### config.mk
export PLATFORM = sky130hd
export DESIGN_NAME = paddle_ctrl
export DESIGN_NICKNAME = d
export VERILOG_FILES = /design/src/rtl/paddle_pkg.sv /design/src/rtl/paddle_axis.sv /design/src/rtl/paddle_ctrl.sv
export SDC_FILE = /design/constraint.sdc
export NUM_CORES = 1
export LEC_CHECK = 0
export BUFFER_PORTS_ARGS = -buffer_cell sky130_fd_sc_hd__buf_2
export CAP_MARGIN = 20
export CORE_UTILIZATION = 65
export CTS_CLUSTER_SIZE = 14
export DETAILED_ROUTE_END_ITERATION = 7
export HOLD_SLACK_MARGIN = 0.12
export MAX_ROUTING_LAYER = met4
export PLACE_DENSITY = 0.84
export SLEW_MARGIN = 25
export SYNTH_ARGS = -nofsm -noshare
export SYNTH_HDL_FRONTEND = slang
export SYNTH_SLANG_ARGS = --single-unit
### constraint.sdc
create_clock -name clk -period 9.4 [get_ports clk]
set_clock_uncertainty 0.1 [all_clocks]
set_input_delay 0 -clock clk [delete_from_list [all_inputs] [get_ports clk]]
set_output_delay 0 -clock clk [all_outputs]
set_load 0.02 [all_outputs]
### src/rtl/paddle_pkg.sv
// Shared types, default constants and step/clamp arithmetic for the paddle controller.
// Helpers work in 32-bit int, wide enough that X_W-bit positions never wrap.
package paddle_pkg;

    typedef enum logic [1:0] {
        IDLE   = 2'd0,
        MOVE_L = 2'd1,
        MOVE_R = 2'd2
    } state_t;

    typedef enum logic [1:0] {
        NONE = 2'd0,
        L    = 2'd1,
        R    = 2'd2
    } dir_t;

    localparam int DEF_N_PADDLES  = 2;
    localparam int DEF_X_W        = 10;
    localparam int DEF_SCREEN_W   = 640;
    localparam int DEF_PADDLE_W   = 96;
    localparam int DEF_TICK_DIV   = 500000;
    localparam int DEF_SPEED_MIN  = 2;
    localparam int DEF_SPEED_MAX  = 8;
    localparam int DEF_AUTO_SPEED = 4;
    localparam int DEF_DEADBAND   = 4;

    function automatic int clamp_int(input int v, input int lo, input int hi);
        return (v < lo) ? lo : ((v > hi) ? hi : v);
    endfunction

    function automatic int step_left(input int x, input int step);
        return (x < step) ? 0 : x - step;
    endfunction

    function automatic int step_right(input int x, input int step, input int xmax);
        return (x + step > xmax) ? xmax : x + step;
    endfunction

    // Pressing both buttons is treated the same as pressing none.
    function automatic dir_t decode_dir(input logic btn_l, input logic btn_r);
        if (btn_l && !btn_r) return L;
        if (btn_r && !btn_l) return R;
        return NONE;
    endfunction

endpackage

### src/rtl/paddle_axis.sv
// One paddle: manual FSM with speed ramp, or ball tracker when i_auto is set.
// State changes only on i_tick; i_recenter overrides a coincident tick.
module paddle_axis
    import paddle_pkg::*;
#(
    parameter int X_W        = DEF_X_W,
    parameter int XMAX       = DEF_SCREEN_W - DEF_PADDLE_W,
    parameter int CENTRE     = (DEF_SCREEN_W - DEF_PADDLE_W) / 2,
    parameter int PADDLE_W   = DEF_PADDLE_W,
    parameter int SPEED_MIN  = DEF_SPEED_MIN,
    parameter int SPEED_MAX  = DEF_SPEED_MAX,
    parameter int AUTO_SPEED = DEF_AUTO_SPEED,
    parameter int DEADBAND   = DEF_DEADBAND
) (
    input  logic           i_clk,
    input  logic           i_rst_n,
    input  logic           i_tick,
    input  logic           i_recenter,
    input  logic           i_btn_l,
    input  logic           i_btn_r,
    input  logic           i_auto,
    input  logic [X_W-1:0] i_ball_x,
    output logic [X_W-1:0] o_x,
    output state_t         o_state
);

    localparam int SPEED_FIRST = (SPEED_MIN + 1 > SPEED_MAX) ? SPEED_MAX : SPEED_MIN + 1;

    logic [X_W-1:0] r_x;
    logic [X_W-1:0] r_speed;
    state_t         r_state;

    dir_t w_dir;
    int   w_target;
    int   w_d;
    int   w_auto_x;
    int   w_ramp;

    always_comb begin
        w_dir    = decode_dir(i_btn_l, i_btn_r);
        w_target = clamp_int(int'(i_ball_x) - PADDLE_W / 2, 0, XMAX);
        w_d      = w_target - int'(r_x);
        w_auto_x = int'(r_x);
        // Target lies inside [0, XMAX], so a step capped at |d| needs no wall clamp.
        if (w_d > DEADBAND) begin
            w_auto_x = int'(r_x) + ((w_d < AUTO_SPEED) ? w_d : AUTO_SPEED);
        end else if (w_d < -DEADBAND) begin
            w_auto_x = int'(r_x) - ((-w_d < AUTO_SPEED) ? -w_d : AUTO_SPEED);
        end
        w_ramp = (int'(r_speed) + 1 > SPEED_MAX) ? SPEED_MAX : int'(r_speed) + 1;
    end

    always_ff @(posedge i_clk or negedge i_rst_n) begin
        if (!i_rst_n) begin
            r_x     <= X_W'(CENTRE);
            r_speed <= X_W'(SPEED_MIN);
            r_state <= IDLE;
        end else if (i_recenter) begin
            r_x     <= X_W'(CENTRE);
            r_speed <= X_W'(SPEED_MIN);
            r_state <= IDLE;
        end else if (i_tick) begin
            if (i_auto) begin
                r_x     <= X_W'(w_auto_x);
                r_speed <= X_W'(SPEED_MIN);
                r_state <= IDLE;
            end else begin
                case (r_state)
                    IDLE: begin
                        case (w_dir)
                            L: begin
                                r_state <= MOVE_L;
                                r_x     <= X_W'(step_left(int'(r_x), SPEED_MIN));
                                r_speed <= X_W'(SPEED_FIRST);
                            end
                            R: begin
                                r_state <= MOVE_R;
                                r_x     <= X_W'(step_right(int'(r_x), SPEED_MIN, XMAX));
                                r_speed <= X_W'(SPEED_FIRST);
                            end
                            default: r_speed <= X_W'(SPEED_MIN);
                        endcase
                    end
                    MOVE_L: begin
                        case (w_dir)
                            L: begin
                                r_x     <= X_W'(step_left(int'(r_x), int'(r_speed)));
                                r_speed <= X_W'(w_ramp);
                            end
                            R: begin
                                r_state <= MOVE_R;
                                r_x     <= X_W'(step_right(int'(r_x), SPEED_MIN, XMAX));
                                r_speed <= X_W'(SPEED_MIN);
                            end
                            default: begin
                                r_state <= IDLE;
                                r_speed <= X_W'(SPEED_MIN);
                            end
                        endcase
                    end
                    MOVE_R: begin
                        case (w_dir)
                            R: begin
                                r_x     <= X_W'(step_right(int'(r_x), int'(r_speed), XMAX));
                                r_speed <= X_W'(w_ramp);
                            end
                            L: begin
                                r_state <= MOVE_L;
                                r_x     <= X_W'(step_left(int'(r_x), SPEED_MIN));
                                r_speed <= X_W'(SPEED_MIN);
                            end
                            default: begin
                                r_state <= IDLE;
                                r_speed <= X_W'(SPEED_MIN);
                            end
                        endcase
                    end
                    default: begin
                        r_state <= IDLE;
                        r_speed <= X_W'(SPEED_MIN);
                    end
                endcase
            end
        end
    end

    assign o_x     = r_x;
    assign o_state = r_state;

endmodule

### src/rtl/paddle_ctrl.sv
// N-paddle controller: shared movement-tick divider, recentre, per-paddle axes and wall flags.
// dbg_state exposes each paddle's FSM state, 2 bits per paddle.
module paddle_ctrl
    import paddle_pkg::*;
#(
    parameter int N_PADDLES  = DEF_N_PADDLES,
    parameter int X_W        = DEF_X_W,
    parameter int SCREEN_W   = DEF_SCREEN_W,
    parameter int PADDLE_W   = DEF_PADDLE_W,
    parameter int TICK_DIV   = DEF_TICK_DIV,
    parameter int SPEED_MIN  = DEF_SPEED_MIN,
    parameter int SPEED_MAX  = DEF_SPEED_MAX,
    parameter int AUTO_SPEED = DEF_AUTO_SPEED,
    parameter int DEADBAND   = DEF_DEADBAND
) (
    input  logic                     clk,
    input  logic                     reset,
    input  logic                     enable,
    input  logic                     recenter,
    input  logic [N_PADDLES-1:0]     btn_left,
    input  logic [N_PADDLES-1:0]     btn_right,
    input  logic [N_PADDLES-1:0]     auto_mode,
    input  logic [X_W-1:0]           ball_x,
    output logic [N_PADDLES*X_W-1:0] paddle_x,
    output logic                     move_tick,
    output logic [N_PADDLES-1:0]     at_wall_l,
    output logic [N_PADDLES-1:0]     at_wall_r,
    output logic [N_PADDLES*2-1:0]   dbg_state
);

    localparam int XMAX   = SCREEN_W - PADDLE_W;
    localparam int CENTRE = XMAX / 2;
    localparam int DIV_W  = $clog2(TICK_DIV);

    logic [DIV_W-1:0] r_div;
    logic             r_tick;
    logic             w_wrap;
    logic             w_upd;

    assign w_wrap = (r_div == DIV_W'(TICK_DIV - 1));
    // Paddles step on the same edge that raises move_tick.
    assign w_upd  = enable & w_wrap & ~recenter;

    always_ff @(posedge clk or negedge reset) begin
        if (!reset) begin
            r_div  <= '0;
            r_tick <= 1'b0;
        end else if (recenter) begin
            r_div  <= '0;
            r_tick <= 1'b0;
        end else if (enable) begin
            r_div  <= w_wrap ? '0 : r_div + 1'b1;
            r_tick <= w_wrap;
        end else begin
            r_tick <= 1'b0;
        end
    end

    assign move_tick = r_tick;

    for (genvar gi = 0; gi < N_PADDLES; gi++) begin : g_axis
        state_t w_state;

        paddle_axis #(
            .X_W        (X_W),
            .XMAX       (XMAX),
            .CENTRE     (CENTRE),
            .PADDLE_W   (PADDLE_W),
            .SPEED_MIN  (SPEED_MIN),
            .SPEED_MAX  (SPEED_MAX),
            .AUTO_SPEED (AUTO_SPEED),
            .DEADBAND   (DEADBAND)
        ) u_axis (
            .i_clk      (clk),
            .i_rst_n    (reset),
            .i_tick     (w_upd),
            .i_recenter (recenter),
            .i_btn_l    (btn_left[gi]),
            .i_btn_r    (btn_right[gi]),
            .i_auto     (auto_mode[gi]),
            .i_ball_x   (ball_x),
            .o_x        (paddle_x[gi*X_W +: X_W]),
            .o_state    (w_state)
        );

        assign dbg_state[gi*2 +: 2] = w_state;
        assign at_wall_l[gi] = (paddle_x[gi*X_W +: X_W] == '0);
        assign at_wall_r[gi] = (paddle_x[gi*X_W +: X_W] == X_W'(XMAX));
    end

endmodule

==> results of run 1 <==
## layout by cell type (no fill, tap or decap), types with 19 or more instances in the layout
cell type / Yosys / final
dfrtp_1: 58 / 58
a211oi_1: 19 / 19
and3_1: 24 / 24
nand3_1: 52 / 52
a31oi_1: 27 / 27
a21oi_1: 97 / 97
nand2_1: 83 / 83
a21o_1: 22 / 22
inv_1: 118 / 118
nor3_1: 47 / 47
nor2_1: 138 / 138
xnor2_1: 52 / 52
o21ai_0: 100 / 100
ha_1: 99 / 99
buf_2: 2 / 48
nand2b_1: 35 / 35
nor2b_1: 20 / 20
## layout make-up
cell class	instances	area [um2]
clock buffer	9	225.2
clock inverter	7	102.6
fill	1268	4329
inverter	119	446.7
multi-input combinational	1158	7929
sequential	64	1609
tap	211	264.0
timing repair buffer	60	352.8
## synthesized netlist by cell type, types with 8 or more instances
library cell / number / area share [%]
a2111oi_0: 8 / 0.69
a211oi_1: 19 / 1.4
a21o_1: 22 / 1.6
a21oi_1: 97 / 4.8
a31oi_1: 27 / 1.7
and3_1: 24 / 1.5
clkbuf_1: 53 / 1.9
dfrtp_1: 58 / 14
fa_1: 10 / 2.0
ha_1: 99 / 12
inv_1: 118 / 4.3
mux2_2: 8 / 0.88
mux2i_1: 9 / 0.88
nand2_1: 83 / 3.1
nand2b_1: 35 / 2.1
nand3_1: 52 / 2.6
nand4_1: 18 / 1.1
nor2_1: 138 / 5.1
nor2b_1: 20 / 1.2
nor3_1: 47 / 2.3
nor4_1: 12 / 0.74
o211ai_1: 15 / 1.1
o21a_1: 15 / 1.1
o21ai_0: 100 / 4.9
o21bai_1: 13 / 0.96
o22ai_1: 9 / 0.55
o311ai_0: 10 / 0.86
o31a_1: 8 / 0.69
o31ai_1: 18 / 1.3
or2_2: 16 / 0.98
or3_1: 18 / 1.1
xnor2_1: 52 / 4.5
xor2_1: 17 / 1.5
## report_power, final
part           internal, mW  switching (mW)  total, mW
registers             0.317           0.188      0.505
logic                 0.892            1.32       2.21
clock network         0.235           0.142      0.377
## flip-flops by register name, indices dropped and copies added (netlist names)
register and cells:
g_axis.u_axis.o_state 4, move_tick 1, g_axis.u_axis.r_speed 20, r_div 19, g_axis.u_axis.o_x 20
## critical path, delay by kind of cell
family | cells | cell delay (ps)
AOI/OAI and AO/OA | 12 | 2270
and+or+nand+nor | 17 | 3470
buffers and inverters | 2 | 210
muxes | 1 | 60
adders and majority gates | 6 | 1970
## stage by stage
step / cell area [um2] / worst slack [ps] / power (mW) / cells
global route: 10930 / 957.7 / 3.339 / 1628
global placement: 10500 / 1656 / 2.580 / 1603
detailed placement: 10500 / 1345 / 2.622 / 1603
CTS: 10920 / 1649 / 3.027 / 1628
floorplan: 10200 / 2254 / 2.143 / 1399
finish: 10930 / 1556 / 3.090 / 1628
## worst max path at each step
stage                     startpoint                                   to  slack, ps
final                      ball_x[4]  g_axis[1].u_axis.o_x[9]$_DFFE_PN0P_       1560
after detailed placement   ball_x[4]  g_axis[1].u_axis.o_x[9]$_DFFE_PN0P_       1350
after global routing       ball_x[4]  g_axis[1].u_axis.o_x[9]$_DFFE_PN0P_        960
after floorplan            ball_x[4]  g_axis[1].u_axis.o_x[9]$_DFFE_PN0P_       2250
after global placement     ball_x[4]  g_axis[1].u_axis.o_x[9]$_DFFE_PN0P_       1660
after CTS                  ball_x[4]  g_axis[1].u_axis.o_x[9]$_DFFE_PN0P_       1650
## metal layers
metal	global-route usage (%)	vias to the layer above	wire length (um)
met3	5.779	80	2574
li1	-	5180	-
met4	13.52	0	753
met1	47.98	5100	12550
met2	61.23	567	13580
met5	-	-	0
## repair_timing
action | in CTS | in global routing
hold endpoints to repair | 82 | 0
setup endpoints to repair | 0 | 0
resized for setup | 0 | 0
hold buffers | 9 | 0
buffers inserted | 0 | 0
## cells by family after synthesis
group / after synthesis / share of synthesized area [%]
muxes: 19 / 2.060
buffers and inverters: 177 / 6.609
DFF: 64 / 15.77
adders and majority gates: 111 / 14.30
and+or+nand+nor: 507 / 25.25
xor gates and xnor gates: 70 / 6.081
AOI/OAI and AO/OA: 451 / 29.94
==> flow_metrics.tcl, run 1 <==
set metrics [dict create \
    fmax_mhz 127.5 \
    end_kind "flop" \
    slew-limit-headroom_pct 37.32 \
    min_to "g_axis[0].u_axis.r_speed[0]$_DFFE_PN0P_" \
    grtUsageTotal_pct 37.82 \
    r2r_cells 32 \
    wl_per_cell_um 18.10 \
    ys_types 90 \
    ys_async_sr_fraction_pct 100.0 \
    rsz0062_at_grt "false" \
    startpoint_type "input port" \
    grt_pass1_wl_um 48440 \
    synth-main-ff-cell "dfrtp_1" \
    antenna_found_initial 0 \
    drive_gt1_share_pct 8.469 \
    drv_cap 0 \
    worstMarginPinSlew_ps 930.3 \
    cts.sinks 64 \
    syn_inst 1399 \
    worstHoldStart "btn_left[0]" \
    n_antenna_cell 0 \
    syn_area_um2 10200 \
    crit_type "in -> reg" \
    die-area_um2 16210 \
    r2r-end "g_axis[1].u_axis.o_x[9]$_DFFE_PN0P_" \
    synth-seq-area-share_pct 15.77 \
    drt_pass1_iterations 6 \
    timing.critical_path.slowest_stage_cell "fa_1" \
    finalCriticalPeriod_ps 7845 \
    core-area_um2 15260 \
    first_global_vias 10100 \
    postLayoutCoreUtil_pct 71.63 \
    htree_levels 3 \
    drtAntennaViolNets 0 \
    port_buffers 48 \
    cp_max_fo 6 \
    io_pins 49 \
    p_leak_nw 4.670 \
    ys_warn_count 0 \
    crit_top_cell "o21ai_0" \
    cts_tree "built" \
    critPathRequiredTime_ps 9560 \
    setup_viol 0 \
    cts.path.max_buffers 2 \
    ff2ff_setup_slack_ps 1800 \
    vias 10930 \
    row_count 45 \
    drtIter0Drc 1174 \
    drt_wl_total_um 29460 \
    area_growth_pct 7.099 \
    drc 0 \
    place_hpwl_um 22130 \
    ys_seq_elements 64 \
    setup_tns_ps 0 \
    drv_slew 0 \
    synth-edff-count 0 \
    vdd_drop_max_mv 0.1241 \
    cts_buffers 9 \
    final_nets 1541 \
    dieWidth_um 127.3 \
    reg2reg_from "g_axis[1].u_axis.o_x[1]$_DFFE_PN0P_" \
    hold_path.class "in -> reg" \
    hold_viol_final 0 \
    hold_path_depth 6 \
    cellPowerDensity_nw_per_um2 282.7 \
    grt_max_degree 65 \
    path_clk_slew_ps 60 \
    globalplace.congestion 0.9720 \
    start_util_pct 66.88 \
    syn_nets 1528 \
    period_share_pct 83.45 \
    avgSynthCellArea_um2 7.294 \
    viasPerCell 6.712 \
    critPathMaxStageDelay_ps 520 \
    status "finished clean" \
    clock_latency_ps 350 \
    globalRouteOverflowTotal 0 \
    root_buffer "clkbuf_16" \
    cp_data_arrival_time_ps 8010 \
    holdWs_ps 131.4 \
    die_y_um 127.3 \
]
Power figures use the tool's default switching activity.
==> run 2: changes to the inputs <==
CORE_UTILIZATION = 58   (was 65)
PLACE_DENSITY = 0.79   (was 0.84)
clock period = 6.5 ns   (was 9.4 ns; I/O delays follow)
==> run 2 against run 1 <==
Compared with the run above: the run now ends with setup timing left; cell count is 8.4% higher; combinational power rose by 86%; routed wire length grew 9.1%; critical path type unchanged.
==> flow_metrics.tcl, run 2 (synthesis gave the netlist of run 1 again) <==
set metrics [dict create \
    first_global_vias 10620 \
    antenna_found_initial 1 \
    cellPowerDensity_nw_per_um2 418.5 \
    final_nets 1664 \
    finalCriticalPeriod_ps 6563 \
    setup_viol 1 \
    dieWidth_um 134.6 \
    end_kind "flop" \
    crit_top_cell "o21ai_1" \
    start_util_pct 59.20 \
    vdd_drop_max_mv 0.2538 \
    n_fill_cell 1424 \
    io_pins 49 \
    cts_tree "built" \
    pwr-share-seq_pct 10.4 \
    critPathMaxStageDelay_ps 610 \
    critPathRequiredTime_ps 6670 \
    grt_max_degree 65 \
    root_buffer "clkbuf_16" \
    place_hpwl_um 23660 \
    intPower_mw 2.486 \
    grt_pass1_wl_um 50140 \
    drv_cap 0 \
    power_frac_comb_pct 80.9 \
    switching_power_mw 2.609 \
    cts.path.max_buffers 2 \
    drtAntennaViolNets 0 \
    cts_buffers 9 \
    clock_latency_ps 350 \
    hold_viol_final 0 \
    fmax_mhz 152.4 \
    final_common_cell "nor2_1" \
    globalRouteOverflowTotal 0 \
    pre_cts_slack_ps -511.2 \
    globalplace.congestion 0.9641 \
    timing.critical_path.slowest_stage_cell "fa_2" \
    rsz0062_at_grt "true" \
    htree_levels 3 \
    path_clk_slew_ps 60 \
    period_share_pct 101.0 \
    die_y_um 134.6 \
    startpoint_type "input port" \
    most-common-layout-cells "133 x nor2_1, 124 x buf_4, 116 x inv_1" \
    row_count 48 \
    power.total_mw 5.095 \
    status "complete, but fails checks" \
    wl_per_cell_um 18.21 \
    drc 0 \
    cts.sinks 64 \
    cp_data_arrival_time_ps 6730 \
    core-area_um2 17240 \
    p_sw_share_pct 51.21 \
    grtUsageTotal_pct 35.17 \
    postLayoutCoreUtil_pct 70.62 \
    slew-limit-headroom_pct 39.07 \
    drt_wl_total_um 32140 \
    hold_path.class "in -> reg" \
    vias 11440 \
    final_cell_area_um2 12170 \
    area_growth_pct 19.29 \
    violations "setup timing" \
    power_frac_clock_pct 8.8 \
    cp_max_fo 5 \
    drt_pass1_iterations 6 \
    p_leak_nw 5.314 \
    drtIter0Drc 1063 \
    drv_slew 0 \
    drive_gt1_share_pct 19.69 \
    port_buffers 48 \
    die-area_um2 18130 \
    viasPerCell 6.482 \
    crit_type "in -> reg" \
    placed_area_um2 11430 \
    worstMarginPinSlew_ps 904.4 \
    finalWorstSetupSlack_ps -63.48 \
]
[run 2: changes by cell type in the layout (fill, tap and decap cells not counted), sizes merged]
cell / previous run / this run
bufinv: 2 / 0
diode: 0 / 1
clkinv: 2 / 4
buf: 51 / 174
inv: 121 / 118
clkinvlp: 1 / 3
[run 2: final cells by class]
type,instances,area [um2],share of cell area [%]
Multi-Input combinational cell,1158,8274,67.97
Sequential cell,64,1609,13.22
Timing Repair Buffer,183,1296,10.65
Inverter,119,446.7,3.669
Tap cell,225,281.5,2.313
Clock buffer,9,225.2,1.850
Clock inverter,6,37.54,0.3084
Antenna cell,1,2.502,0.02056
[run 2: critical path, delay by kind of cell]
kind / cells / cell delay (ps)
compound gates: 15 / 2920
fa+ha+maj: 4 / 1380
buf+inv: 5 / 510
simple gates: 11 / 1900
[run 2: timing repair]
item                                   in CTS  in global routing
hold buffers                                9                  0
setup endpoints to repair                   2                  8
resized for setup                           7                 73
setup buffers                               1                  8
pin swaps                                   1                 36
endpoints found under the hold margin      83                  0
[run 2: final timing paths]
| check | slack (ps) | cells past startpoint | endpoint | start |
|---|---|---|---|---|
| max in group asynchronous | 5440 | 3 | g_axis[1].u_axis.r_speed[8]$_DFFE_PN0P_ | reset |
| hold reg to reg | 450 | 2 | g_axis[0].u_axis.r_speed[7]$_DFFE_PN0P_ | g_axis[0].u_axis.r_speed[7]$_DFFE_PN0P_ |
| min in group asynchronous | 260 | 3 | g_axis[0].u_axis.o_x[9]$_DFFE_PN0P_ | reset |
| setup / recovery | -60 | 35 | g_axis[0].u_axis.o_x[9]$_DFFE_PN0P_ | ball_x[4] |
| hold / removal | 170 | 6 | g_axis[0].u_axis.r_speed[0]$_DFFE_PN0P_ | btn_left[0] |
| setup reg to reg | 110 | 29 | g_axis[0].u_axis.o_x[9]$_DFFE_PN0P_ | g_axis[0].u_axis.o_x[1]$_DFFE_PN0P_ |
[run 2: stage by stage]
| step | TNS [ps] | hold WS [ps] | std cells |
|---|---|---|---|
| 6_report | -63.48 | 173.5 | 1765 |
| 3_5_place_dp | -1739 | 144.3 | 1731 |
| 2_1_floorplan | 0 | -395.6 | 1399 |
| 4_1_cts | 0 | 162.9 | 1756 |
| 3_3_place_gp | -539.8 | 131.6 | 1731 |
| 5_1_grt | -602.5 | 224.5 | 1765 |
[run 2: metal layers]
metal	up-vias	wire (um)	track usage [%]
met5	-	0	-
met4	0	1168	17.98
met3	95	2481	4.279
met2	563	15050	56.01
met1	5353	13440	43.88
li1	5429	-	-
[run 2: power groups by stage]
stage | logic, mW | clock network (mW) | registers (mW)
after floorplan | 2.49 | 0 | 0.632
after global placement | 3.63 | 0 | 0.527
after detailed placement | 3.72 | 0 | 0.530
after CTS | 3.78 | 0.450 | 0.523
after global routing | 4.47 | 0.466 | 0.536
final | 4.12 | 0.447 | 0.528
